$ cat src/rtl/det_pkg.sv
// Shared types and defaults for the round-robin arbiter and its
// equal-consecutive-bits detector core.
package det_pkg;

  localparam int NREQ_DEF = 4;
  localparam int CNTW_DEF = 8;

  typedef enum logic [1:0] {
    ARB_IDLE,
    ARB_STREAM,
    ARB_DONE
  } arb_state_t;

  // A is the post-grant start state; Bx = one bit x seen, Cx = run of x.
  typedef enum logic [2:0] {
    CORE_A,
    CORE_B0,
    CORE_C0,
    CORE_B1,
    CORE_C1
  } core_state_t;

  function automatic core_state_t core_next(input core_state_t s, input logic w);
    core_state_t n;
    if (!w) begin
      n = (s == CORE_B0 || s == CORE_C0) ? CORE_C0 : CORE_B0;
    end else begin
      n = (s == CORE_B1 || s == CORE_C1) ? CORE_C1 : CORE_B1;
    end
    return n;
  endfunction

  function automatic logic core_is_match(input core_state_t s);
    return (s == CORE_C0) || (s == CORE_C1);
  endfunction

endpackage

$ cat src/rtl/det_core.sv
// Moore detector: q is high once two or more equal consecutive bits have
// been seen; next_match previews that for the bit currently on w.
module det_core
  import det_pkg::*;
(
  input  logic clk,
  input  logic Reset,
  input  logic clr,
  input  logic en,
  input  logic w,
  output logic q,
  output logic next_match
);

  core_state_t r_state;
  core_state_t w_state_nxt;

  always_comb begin
    w_state_nxt = core_next(r_state, w);
    next_match  = core_is_match(w_state_nxt);
  end

  // NOTE: state registers use non-blocking (<=) so every flop samples
  // pre-edge values; blocking here would create order-dependent races.
  always_ff @(posedge clk) begin
    if (Reset) begin
      r_state <= CORE_A;
    end else if (clr) begin
      r_state <= CORE_A;
    end else if (en) begin
      r_state <= w_state_nxt;
    end
  end

  assign q = core_is_match(r_state);

endmodule

$ cat src/rtl/det_arbiter.sv
// Round-robin arbiter that lends one shared detector core to a requester
// for a whole serial frame and reports the frame's match count.
module det_arbiter
  import det_pkg::*;
#(
  parameter int NREQ = NREQ_DEF,
  parameter int CNTW = CNTW_DEF
) (
  input  logic            clk,
  input  logic            Reset,
  input  logic [NREQ-1:0] req,
  input  logic [NREQ-1:0] w_in,
  input  logic [NREQ-1:0] last,
  output logic [NREQ-1:0] gnt,
  output logic            busy,
  output logic            q,
  output logic [CNTW-1:0] hit_cnt,
  output logic            done,
  output logic [1:0]      done_id,
  output logic            abort
);

  // Requester indices are 2 bits, so pointer arithmetic wraps 3->0 for free.
  typedef logic [1:0] idx_t;

  arb_state_t      r_state;
  arb_state_t      w_state_nxt;
  idx_t            r_owner;
  idx_t            r_ptr;
  idx_t            w_winner;
  logic            w_found;
  logic            r_abort;
  logic [CNTW-1:0] r_hit_cnt;

  logic w_grant;
  logic w_sample;
  logic w_finish;
  logic w_abort_nxt;
  logic w_own_req;
  logic w_own_last;
  logic w_own_bit;
  logic w_next_match;

  assign w_own_req  = req[r_owner];
  assign w_own_last = last[r_owner];
  assign w_own_bit  = w_in[r_owner];

  always_comb begin
    w_winner = r_ptr;
    w_found  = 1'b0;
    for (int i = 0; i < NREQ; i++) begin
      if (!w_found && req[r_ptr + idx_t'(i)]) begin
        w_winner = r_ptr + idx_t'(i);
        w_found  = 1'b1;
      end
    end
  end

  // NOTE: every signal driven here gets a default first, so no path through
  // the case can leave one unassigned and infer a latch.
  always_comb begin
    w_state_nxt = r_state;
    w_grant     = 1'b0;
    w_sample    = 1'b0;
    w_finish    = 1'b0;
    w_abort_nxt = 1'b0;
    case (r_state)
      ARB_IDLE: begin
        if (w_found) begin
          w_grant     = 1'b1;
          w_state_nxt = ARB_STREAM;
        end
      end
      ARB_STREAM: begin
        // last wins over a simultaneous req drop: the bit still counts.
        if (w_own_last) begin
          w_sample = 1'b1;
          w_finish = 1'b1;
        end else if (!w_own_req) begin
          w_finish    = 1'b1;
          w_abort_nxt = 1'b1;
        end else begin
          w_sample = 1'b1;
        end
        if (w_finish) begin
          w_state_nxt = ARB_DONE;
        end
      end
      ARB_DONE: begin
        w_state_nxt = ARB_IDLE;
      end
      default: begin
        w_state_nxt = ARB_IDLE;
      end
    endcase
  end

  always_ff @(posedge clk) begin
    if (Reset) begin
      r_state   <= ARB_IDLE;
      r_owner   <= '0;
      r_ptr     <= '0;
      r_abort   <= 1'b0;
      r_hit_cnt <= '0;
    end else begin
      r_state <= w_state_nxt;
      if (w_grant) begin
        r_owner   <= w_winner;
        r_hit_cnt <= '0;
      end else if (w_sample && w_next_match && (r_hit_cnt != '1)) begin
        r_hit_cnt <= r_hit_cnt + CNTW'(1);
      end
      if (w_finish) begin
        r_abort <= w_abort_nxt;
        r_ptr   <= r_owner + idx_t'(1);
      end
    end
  end

  det_core u_core (
    .clk        (clk),
    .Reset      (Reset),
    .clr        (w_grant),
    .en         (w_sample),
    .w          (w_own_bit),
    .q          (q),
    .next_match (w_next_match)
  );

  always_comb begin
    gnt = '0;
    if (r_state == ARB_STREAM) begin
      gnt[r_owner] = 1'b1;
    end
  end

  assign busy    = (r_state != ARB_IDLE);
  assign done    = (r_state == ARB_DONE);
  assign done_id = done ? r_owner : 2'd0;
  assign abort   = done & r_abort;
  assign hit_cnt = r_hit_cnt;

endmodule

$ cat config.mk
export PLATFORM = sky130hd
export DESIGN_NAME = det_arbiter
export DESIGN_NICKNAME = d
export VERILOG_FILES = /design/src/rtl/det_pkg.sv /design/src/rtl/det_core.sv /design/src/rtl/det_arbiter.sv
export SDC_FILE = /design/constraint.sdc
export NUM_CORES = 1
export LEC_CHECK = 0
export ABC_AREA = 1
export BUFFER_PORTS_ARGS = -buffer_cell sky130_fd_sc_hd__buf_2
export CORE_ASPECT_RATIO = 0.5
export CORE_MARGIN = 8
export CORE_UTILIZATION = 48
export DETAILED_ROUTE_END_ITERATION = 10
export GPL_TIMING_DRIVEN = 0
export PLACE_DENSITY_LB_ADDON = 0.25
export SETUP_SLACK_MARGIN = 0.3
export SYNTH_ARGS = -nofsm -noshare
export SYNTH_HDL_FRONTEND = slang
export SYNTH_SLANG_ARGS = --single-unit
export TNS_END_PERCENT = 20
$ cat constraint.sdc
create_clock -name clk -period 1.5 [get_ports clk]
set_input_delay 0.15 -clock clk [delete_from_list [all_inputs] [get_ports clk]]
set_output_delay 0.15 -clock clk [all_outputs]
set_load 0.01 [all_outputs]
==> key figures, run 1 <==
Cells and area
  • Layout area overhead: 43.6%
  • # fillers: about 250
  • Most common cell after layout, fill and taps aside: nand2_1
  • Diode count: 0
  • Commonest non-fill, non-tap cells in the layout: nand2_1 (56), buf_2 (31), nand3_1 (23)
  • Layout cells sized above 1: a little under half
  • Nets: 291
  • Fin util: 69.7%

CTS
  • CTS max path bufs: 2
  • Clk root buf: clkbuf_8
  • CTS tree: yes
  • Clock sink total: 18
  • H-Tree Depth: 1
  • Reg clk slew, reported paths: 0.06 ns
  • CTS Buf Count: 3
  • Clk_lat worst skew: approximately 0.25 ns
  • # hold bufs at CTS: 0

Logic synthesis
  • EDFF count, synth: 0
  • Mapped Area: 1400 um2
  • Sequential-to-total area share from yosys stat: between 20 and 30%
  • Post-Syn Area per Cell: around 6.3 um2
  • Post-synth cell types: 28
  • Post-synth top flop: dfxtp_1
  • Post-synth ARST share: 0%
  • Syn Inst Count: 223
  • Post-synth net total: approximately 240
  • Yosys reg bits: 18
  • Synth warn: 0

Run status
  • Run status: finished with violations
  • Failing checks: negative setup slack

STA
  • Post-route minimum period: about 1.6 ns
  • Period Utilization, post-route: 104%
  • Endpoints failing setup: 12
  • Unrepaired setup endpoints after global routing: true
  • Fin. Hold Viols: 0
  • Least-Margin Pin Slew: slightly below 0.3 ns
  • Fin. max-slew vios: 0
  • Fin Hold WS: between 0.1 and 0.15 ns
  • Layout Skew: approximately 0.0018 ns
  • Final setup margin: -0.0597 ns
  • Max Freq: between 600 and 700 MHz
  • Worst slew margin: 80.5%

Worst setup path
  • Buf/Inv on CP: 3
  • Crit-path max cell delay: 0.36 ns
  • FF-to-FF Start: r_ptr[0]
  • Crit path from: r_ptr[0]
  • Kind of critical path: reg2reg
  • Critical Path Fanout Max: 8
  • Critical path's most frequent cell: nand2_2
  • Worst Path Required: between 1.5 and 2 ns
  • Critical Path Source Type: flip-flop
  • Crit-path slowest cell: dfxtp_2
  • CP Cell Sequence: inv_2 -> buf_6 -> nand2_2 -> nand2_2 -> nand2_2 -> nand2_4 -> nor2_4 -> nand2_2 -> o21bai_4 -> nand2_4 -> buf_16 -> a21oi_2
  • Family with the most delay on the worst path: simple AND/OR/NAND/NOR gates
  • Worst EP arrival: between 1.5 and 2 ns
  • Critical Path End Type: flip-flop

Floorplanning
  • Die area: 5020 um2
  • Die Height: about 54 um
  • Row cnt: 14
  • Core area: between 2000 and 3000 um2
  • Top Ports: 32
  • Initial Utilization: 48.6%
  • Chip width: between 90 and 100 um

Global route
  • First-pass GRT wire length: around 6.9 mm
  • Largest net degree at the start of global routing: 11
  • GRT overflow: 0
  • Vias in the first global route: 1418
  • Total GRT Usage: between 10% and 20%
  • Initial antenna violation count: 0

Drt
  • DRT Wirelength: 4.30 mm
  • Drt pass-1 iters: 4
  • DRT antenna net count: 0
  • Routed len/inst: roughly 14 um
  • DRC viols: 0
  • Vias per inst: 5.04
  • Via count: between 1500 and 2000
  • DR iter-0 viols: 86

Power
  • Switch Pwr: between 1.5 and 2 mW
  • VDD IR-drop max: 0.00114 V
  • Flop pwr share: 20.9%
  • Gate power share: between 60% and 70%
  • Clock share of power: under 10%
  • PwrDens: approximately 1700 nW/um2
  • Int Power: approximately 1.7 mW
  • Static leakage: 0.940 nW
  • Switching fraction of total power: between 50 and 60%

Worst hold path
  • HP Class: in2reg
  • Hold Crit Start: Reset

Placement
  • PortBufs: 31
  • Post-DP HPWL: between 2 and 3 mm
  • RD Place Congestion: just under 0.9

Flow run
  • Max cap viols: 0
cells by family after synthesis:
kind of cell / count (synthesis) / share of synthesized area [%]
xor gates and xnor gates: 6 / 3.74
adders and majority gates: 5 / 4.46
buffers and inverters: 28 / 9.09
DFF: 18 / 25.7
and+or+nand+nor: 139 / 43.0
AOI/OAI and AO/OA: 27 / 14.0
cells in the mapped netlist, types with 4 or more instances:
cell type  count  area, um2
a21oi_1        6       30.0
a21oi_2        8       70.1
dfxtp_1       18        360
ha_1           5       62.6
inv_1         21       78.8
nand2_1       72        270
nand2_2        6       37.5
nand3_1       31        155
nor2_1        22       82.6
o21ai_0        7       35.0
xor2_1         4       35.0
timing repair:
item                       4_1_cts  5_1_grt
gates cloned                     3        0
resized for setup               43       27
pin swaps                       22       14
setup endpoints to repair       25       26
buffers inserted                10        0
area by class of cell:
| type | instances | area [um2] | area share, % |
|---|---|---|---|
| Buffer | 4 | 48.8 | 2.42 |
| Timing Repair Buffer | 43 | 269 | 13.3 |
| Inverter | 24 | 105 | 5.21 |
| Tap cell | 40 | 50.0 | 2.48 |
| Multi-Input combinational cell | 178 | 1130 | 55.9 |
| Sequential cell | 18 | 375 | 18.6 |
| Clock buffer | 3 | 41.3 | 2.05 |
per-layer routing:
metal | routed length (um) | GRT usage (%) | up-vias
met5 | 0 | 0 | -
met4 | 9 | 3.43 | 0
met3 | 377 | 5.88 | 2
met2 | 1660 | 23.8 | 46
met1 | 2260 | 24.8 | 702
li1 | - | - | 813
path summary, 6_finish.rpt:
kind                end  slack (ns)  cells after the start
max          hit_cnt[0]       -0.06                     12
min reg2reg     r_abort        0.48                      2
min          r_state[0]        0.12                      2
max reg2reg  hit_cnt[0]       -0.06                     12
registers in the layout, indices dropped and copies added (netlist names):
| register | cells |
|---|---|
| hit_cnt | 8 |
| r_abort | 1 |
| r_owner | 2 |
| r_ptr | 2 |
| r_state | 2 |
| u_core.r_state | 3 |
power groups by stage:
stage | clock network, mW | registers [mW] | logic, mW
2_1_floorplan | 0 | 0.658 | 1.32
5_1_grt | 0.361 | 0.739 | 2.64
3_3_place_gp | 0 | 0.684 | 1.66
3_5_place_dp | 0 | 0.685 | 1.67
6_report | 0.329 | 0.723 | 2.41
4_1_cts | 0.332 | 0.709 | 2.19
metrics by stage:
step                      setup WS, ns  TNS (ns)  power (mW)  std cells  instance area, um2
final                          -0.0597    -0.496        3.46        310                2020
after CTS                      -0.0479    -0.407        3.23        310                1910
after detailed placement        -0.202     -2.34        2.36        294                1640
after global routing            -0.153     -1.59        3.74        310                2020
after global placement          -0.187     -2.17        2.34        294                1640
after floorplan                 0.0769         0        1.98        223                1430
No activity file was read; power rests on OpenSTA's default activity.
==> run 2: changes to the inputs <==
- CORE_UTILIZATION: 48 -> 40
- RECOVER_POWER: default -> 50
==> key figures, run 2 (synthesized netlist as in run 1, its figures left out) <==
Run status
  • Run status: finished with violations
  • Failing checks: negative setup slack

Power
  • VDD IR-drop max: 0.000559 V (-51%)
  • Switching fraction of total power: 47.0% (-3.1 points)
  • PwrDens: 1620 nW/um2 (-5.5%)
  • Gate power share: 66.8% (-2.8 points)
  • Static leakage: 0.930 nW (-1.1%)
  • Power, Total: 3.35 mW (-3.1%)
  • Clock share of power: 12.0% (+2.5 points)
  • Switch Pwr: 1.58 mW (-9.0%)
  • Flop pwr share: 21.3% (+0.4 points)
  • Int Power: 1.78 mW (+2.8%)

STA
  • Least-Margin Pin Slew: 0.264 ns (-0.0260 ns)
  • Period Utilization, post-route: 107% (+3.1 points)
  • Fin. Hold Viols: 0 (unchanged)
  • Fin. max-slew vios: 0 (unchanged)
  • Unrepaired setup endpoints after global routing: true
  • Worst slew margin: 82.4% (+1.9 points)
  • Post-route minimum period: 1.61 ns (+0.0458 ns)
  • Layout Skew: 0.00536 ns (+0.00357 ns)
  • Final setup margin: -0.105 ns (-0.0458 ns)
  • Endpoints failing setup: 11 (-1)
  • Max Freq: 623 MHz (-2.9%)

Drt
  • Via count: 1545 (-1.2%)
  • Drt pass-1 iters: 4 (unchanged)
  • Routed len/inst: 11.8 um (-15%)
  • DR iter-0 viols: 55 (-36%)
  • DRT antenna net count: 0 (unchanged)
  • DRT Wirelength: 3.81 mm (-12%)
  • DRC viols: 0 (unchanged)
  • Vias per inst: 4.78 (-5.1%)

Placement
  • Pre-CTS WS: -0.199 ns (+0.00304 ns)
  • PortBufs: 31 (unchanged)
  • Post-DP HPWL: 2.61 mm (-9.6%)
  • RD Place Congestion: 0.833 (-4.4%)

Floorplanning
  • Die area: 5780 um2 (+15%)
  • Top Ports: 32 (unchanged)
  • Row cnt: 15 (+1)
  • Die Height: 57.9 um (+6.7%)
  • Chip width: 99.8 um (+7.9%)
  • Core area: 3400 um2 (+18%)
  • Initial Utilization: 41.3% (-7.2 points)

CTS
  • Clk_lat worst skew: 0.26 ns (about the same)
  • Clock sink total: 18 (unchanged)
  • CTS Buf Count: 3 (unchanged)
  • Reg clk slew, reported paths: 0.07 ns (about the same)
  • CTS max path bufs: 2 (unchanged)
  • H-Tree Depth: 1 (unchanged)
  • CTS tree: yes
  • Clk root buf: clkbuf_8

Cells and area
  • Number of flip-flops in the largest register: 8 (unchanged)
  • Layout cells sized above 1: 43.0% (-2.5 points)
  • Commonest non-fill, non-tap cells in the layout: nand2_1 (52), buf_2 (28), nand3_1 (27)
  • Diode count: 0 (unchanged)
  • Layout area overhead: 47.2%
  • Nets: 292 (+0.34%)
  • Most common cell after layout, fill and taps aside: nand2_1

Global route
  • Vias in the first global route: 1352 (-4.7%)
  • GRT overflow: 0 (unchanged)
  • Initial antenna violation count: 0 (unchanged)
  • First-pass GRT wire length: 5.67 mm (-17%)
  • Largest net degree at the start of global routing: 11 (unchanged)
  • Total GRT Usage: 11.6% (-5.6 points)

Worst hold path
  • HP Class: in2reg
  • Hold Crit Depth: 2 (unchanged)

Flow run
  • Max cap viols: 0 (unchanged)

Worst setup path
  • Kind of critical path: reg2reg
  • Worst EP arrival: 1.76 ns (+0.02 ns)
  • Worst Path Required: 1.66 ns (-0.02 ns)
  • Critical Path Fanout Max: 8 (unchanged)
  • Critical Path End Type: flip-flop
  • Critical Path Source Type: flip-flop
  • Worst R2R Path Depth: 10 (-2)
## run 2: changes by cell type in the layout (fill, tap and decap cells not counted), moves of 4 or more
cell	delta
dfxtp_2	-4
nand3_1	+4
nand2_1	-4
nand2_2	+5
## run 2: layout make-up
class	count	area, um2
multi-input cells	177	1080
flip-flops and latches	18	378
well taps	51	63.8
inverters	24	110
clock buffers	4	55.1
fillers	316	1330
repair inverters	1	8.76
repair buffers	44	318
plain buffers	4	52.6
## run 2: path summary, 6_finish.rpt
| check | to | slack, ns | startpoint |
|---|---|---|---|
| min reg2reg | r_abort | 0.46 | r_abort |
| max | hit_cnt[4] | -0.11 | r_owner[0] |
| max reg2reg | hit_cnt[4] | -0.11 | r_owner[0] |
| min | r_state[0] | 0.11 | Reset |
## run 2: metal layers
layer	vias to the layer above	part of all wire, %	global-route usage (%)
li1	814	-	-
met1	704	45	12.8
met2	21	50	21.7
met3	6	3.8	3.82
met4	0	1.3	1.28
met5	-	0	0
## run 2: critical path, stage by stage, from the launching register on
cell and delay [ns]:
dfxtp_4 0.37, buf_8 0.15, clkinv_8 0.05, nor2_4 0.03, o21ai_2 0.17, nand3_2 0.13
a21oi_4 0.23, buf_12 0.15, nand2_8 0.09, nand2_2 0.09, a21oi_2 0.05
## run 2: power by group through the flow
stage | sequential [mW] | combinational [mW] | clock, mW
after floorplan | 0.658 | 1.32 | 0
final | 0.714 | 2.24 | 0.401
after global routing | 0.732 | 2.48 | 0.439
after global placement | 0.677 | 1.61 | 0
after CTS | 0.684 | 1.69 | 0.407
after detailed placement | 0.682 | 1.64 | 0
## run 2: repair_timing
action | in CTS | in global routing
gates cloned | 0 | 4
endpoints found under the setup margin | 24 | 26
resized for setup | 11 | 52
buffers inserted | 1 | 9
pin swaps | 3 | 15
hold buffers | 0 | 0
## run 2: through the flow
step | TNS [ns] | area, um2 | util (%) | hold slack [ns] | cells
floorplan | 0 | 1430 | - | 0.219 | 223
global placement | -1.85 | 1650 | 48.6 | 0.383 | 305
detailed placement | -2.03 | 1650 | 48.6 | 0.383 | 305
CTS | -0.477 | 1750 | 51.5 | 0.104 | 310
global route | -2.16 | 2070 | 60.8 | 0.110 | 323
finish | -0.944 | 2070 | 60.8 | 0.108 | 323
==> run 3: changes to the inputs <==
- CORE_UTILIZATION: 40 -> 48
==> key figures, run 3 (synthesized netlist as in run 1, its figures left out) <==
CTS
  • H-Tree Depth: 1 (unchanged)
  • CTS tree: yes
  • # hold bufs at CTS: 0 (unchanged)
  • Clk root buf: clkbuf_8
  • CTS max path bufs: 2 (unchanged)
  • Clk_lat worst skew: 0.25 ns (about the same)
  • Reg clk slew, reported paths: 0.06 ns (about the same)
  • Clock sink total: 18 (unchanged)
  • CTS Buf Count: 3 (unchanged)

STA
  • Fin. max-slew vios: 0 (unchanged)
  • Period Utilization, post-route: 104% (-3.1 points)
  • Layout Skew: 0.000746 ns (-0.00462 ns)
  • Endpoints failing setup: 12 (+1)
  • Fin. Hold Viols: 0 (unchanged)
  • Worst slew margin: 80.6% (-1.7 points)
  • Max Freq: 642 MHz (+3.0%)
  • Unrepaired setup endpoints after global routing: true
  • Least-Margin Pin Slew: 0.288 ns (+0.0241 ns)
  • Post-route minimum period: 1.56 ns (-0.0468 ns)
  • Final setup margin: -0.0587 ns (+0.0468 ns)

Cells and area
  • Layout area overhead: 42.8%
  • Commonest non-fill, non-tap cells in the layout: nand2_1 (56), nand3_1 (23), buf_2 (22)
  • # fillers: 253 (-20%)
  • Most common cell after layout, fill and taps aside: nand2_1
  • Design area: 2000 um2 (-3.0%)
  • Number of flip-flops in the largest register: 8 (unchanged)
  • Layout cells sized above 1: 42.2% (-0.79 points)
  • Diode count: 0 (unchanged)
  • Nets: 291 (-0.34%)

Floorplanning
  • Die area: 5020 um2 (-13%)
  • Row cnt: 14 (-1)
  • Die Height: 54.2 um (-6.3%)
  • Chip width: 92.5 um (-7.3%)
  • Top Ports: 32 (unchanged)
  • Core area: 2890 um2 (-15%)
  • Initial Utilization: 48.6% (+7.2 points)

Drt
  • DRT Wirelength: 4.28 mm (+12%)
  • DR iter-0 viols: 81 (+47%)
  • Vias per inst: 5.09 (+6.4%)
  • Drt pass-1 iters: 4 (unchanged)
  • DRC viols: 0 (unchanged)
  • Via count: 1577 (+2.1%)
  • Routed len/inst: 13.8 um (+17%)
  • DRT antenna net count: 0 (unchanged)

Global route
  • Vias in the first global route: 1418 (+4.9%)
  • Largest net degree at the start of global routing: 11 (unchanged)
  • First-pass GRT wire length: 6.85 mm (+21%)
  • GRT overflow: 0 (unchanged)
  • Initial antenna violation count: 0 (unchanged)
  • Total GRT Usage: 17.1% (+5.6 points)

Worst hold path
  • HP Class: in2reg
  • Hold Crit Depth: 2 (unchanged)

Worst setup path
  • Worst Path Required: 1.65 ns (about the same)
  • Reg2Reg Setup Slack: -0.06 ns (+0.05 ns)
  • Critical Path Source Type: flip-flop
  • Worst R2R Path Depth: 9 (-1)
  • Critical Path End Type: flip-flop
  • FF-to-FF Start: r_owner[0]
  • Worst setup path end: hit_cnt[3]
  • Crit path from: r_owner[0]
  • Critical Path Fanout Max: 8 (unchanged)
  • Kind of critical path: reg2reg
  • FF-to-FF End: hit_cnt[3]
  • Worst EP arrival: 1.71 ns (-0.05 ns)

Placement
  • PortBufs: 31 (unchanged)
  • Pre-CTS WS: -0.202 ns (-0.00304 ns)
  • Post-DP HPWL: 2.89 mm (+11%)
  • Placed instance area: 1640 um2 (-0.83%)
  • RD Place Congestion: 0.871 (+4.6%)

Run status
  • Run status: finished with violations
  • Failing checks: negative setup slack

Flow run
  • Max cap viols: 0 (unchanged)

Power
  • Static leakage: 0.902 nW (-3.0%)
  • PwrDens: 1730 nW/um2 (+6.4%)
  • VDD IR-drop max: 0.00123 V (+120%)
==> run 3: area by class of cell <==
type                    instances  area [um2]  area share, %
plain buffers                   4        48.8           2.43
clock buffers                   3        41.3           2.06
inverters                      24         105           5.24
multi-input cells             178        1130           56.2
flip-flops and latches         18         375           18.7
well taps                      40        50.0           2.50
repair buffers                 43         258           12.9
==> run 3: power by group <==
group	switching (mW)	internal [mW]
Clock	0.155	0.178
Sequential	0.129	0.594
Combinational	1.46	0.949
==> run 3: what timing repair did <==
| item | CTS | global route |
|---|---|---|
| endpoints found under the setup margin | 25 | 26 |
| pin swaps | 22 | 14 |
| setup buffers | 10 | 0 |
| gates resized for setup | 43 | 27 |
| gates cloned | 3 | 0 |
==> run 3: per-layer routing <==
metal	vias up	global-route usage (%)	routed length (um)
met5	-	0	0
met4	0	3.43	9
met3	2	5.88	389
met2	58	23.8	1640
met1	704	24.8	2250
li1	813	-	-
==> run 3: per-stage QoR <==
| stage | hold slack [ns] | util (%) | power (mW) | std cells | TNS, ns |
|---|---|---|---|---|---|
| floorplan | 0.219 | - | 1.98 | 223 | 0 |
| global placement | 0.381 | 56.7 | 2.34 | 294 | -2.17 |
| detailed placement | 0.391 | 56.7 | 2.36 | 294 | -2.34 |
| CTS | 0.118 | 66.1 | 3.23 | 310 | -0.407 |
| global route | 0.123 | 69.4 | 3.73 | 310 | -1.59 |
| finish | 0.118 | 69.4 | 3.46 | 310 | -0.495 |
==> run 3: worst min path at each step <==
stage	from	to	slack, ns
final	Reset	r_state[0]	0.12
after global routing	Reset	r_abort	0.12
after CTS	Reset	r_state[0]	0.12
after detailed placement	Reset	r_abort	0.39
after global placement	Reset	r_abort	0.38
after floorplan	Reset	r_abort	0.22
==> run 3: worst max-delay path, stage by stage, from the launching register on <==
cell and delay (ns):
dfxtp_2 0.33, buf_4 0.15, o21ai_2 0.14, nand2_2 0.10, nand2_2 0.10, nand2_4 0.08
a21oi_4 0.26, nand2_4 0.14, nand2_2 0.10, a21oi_2 0.05
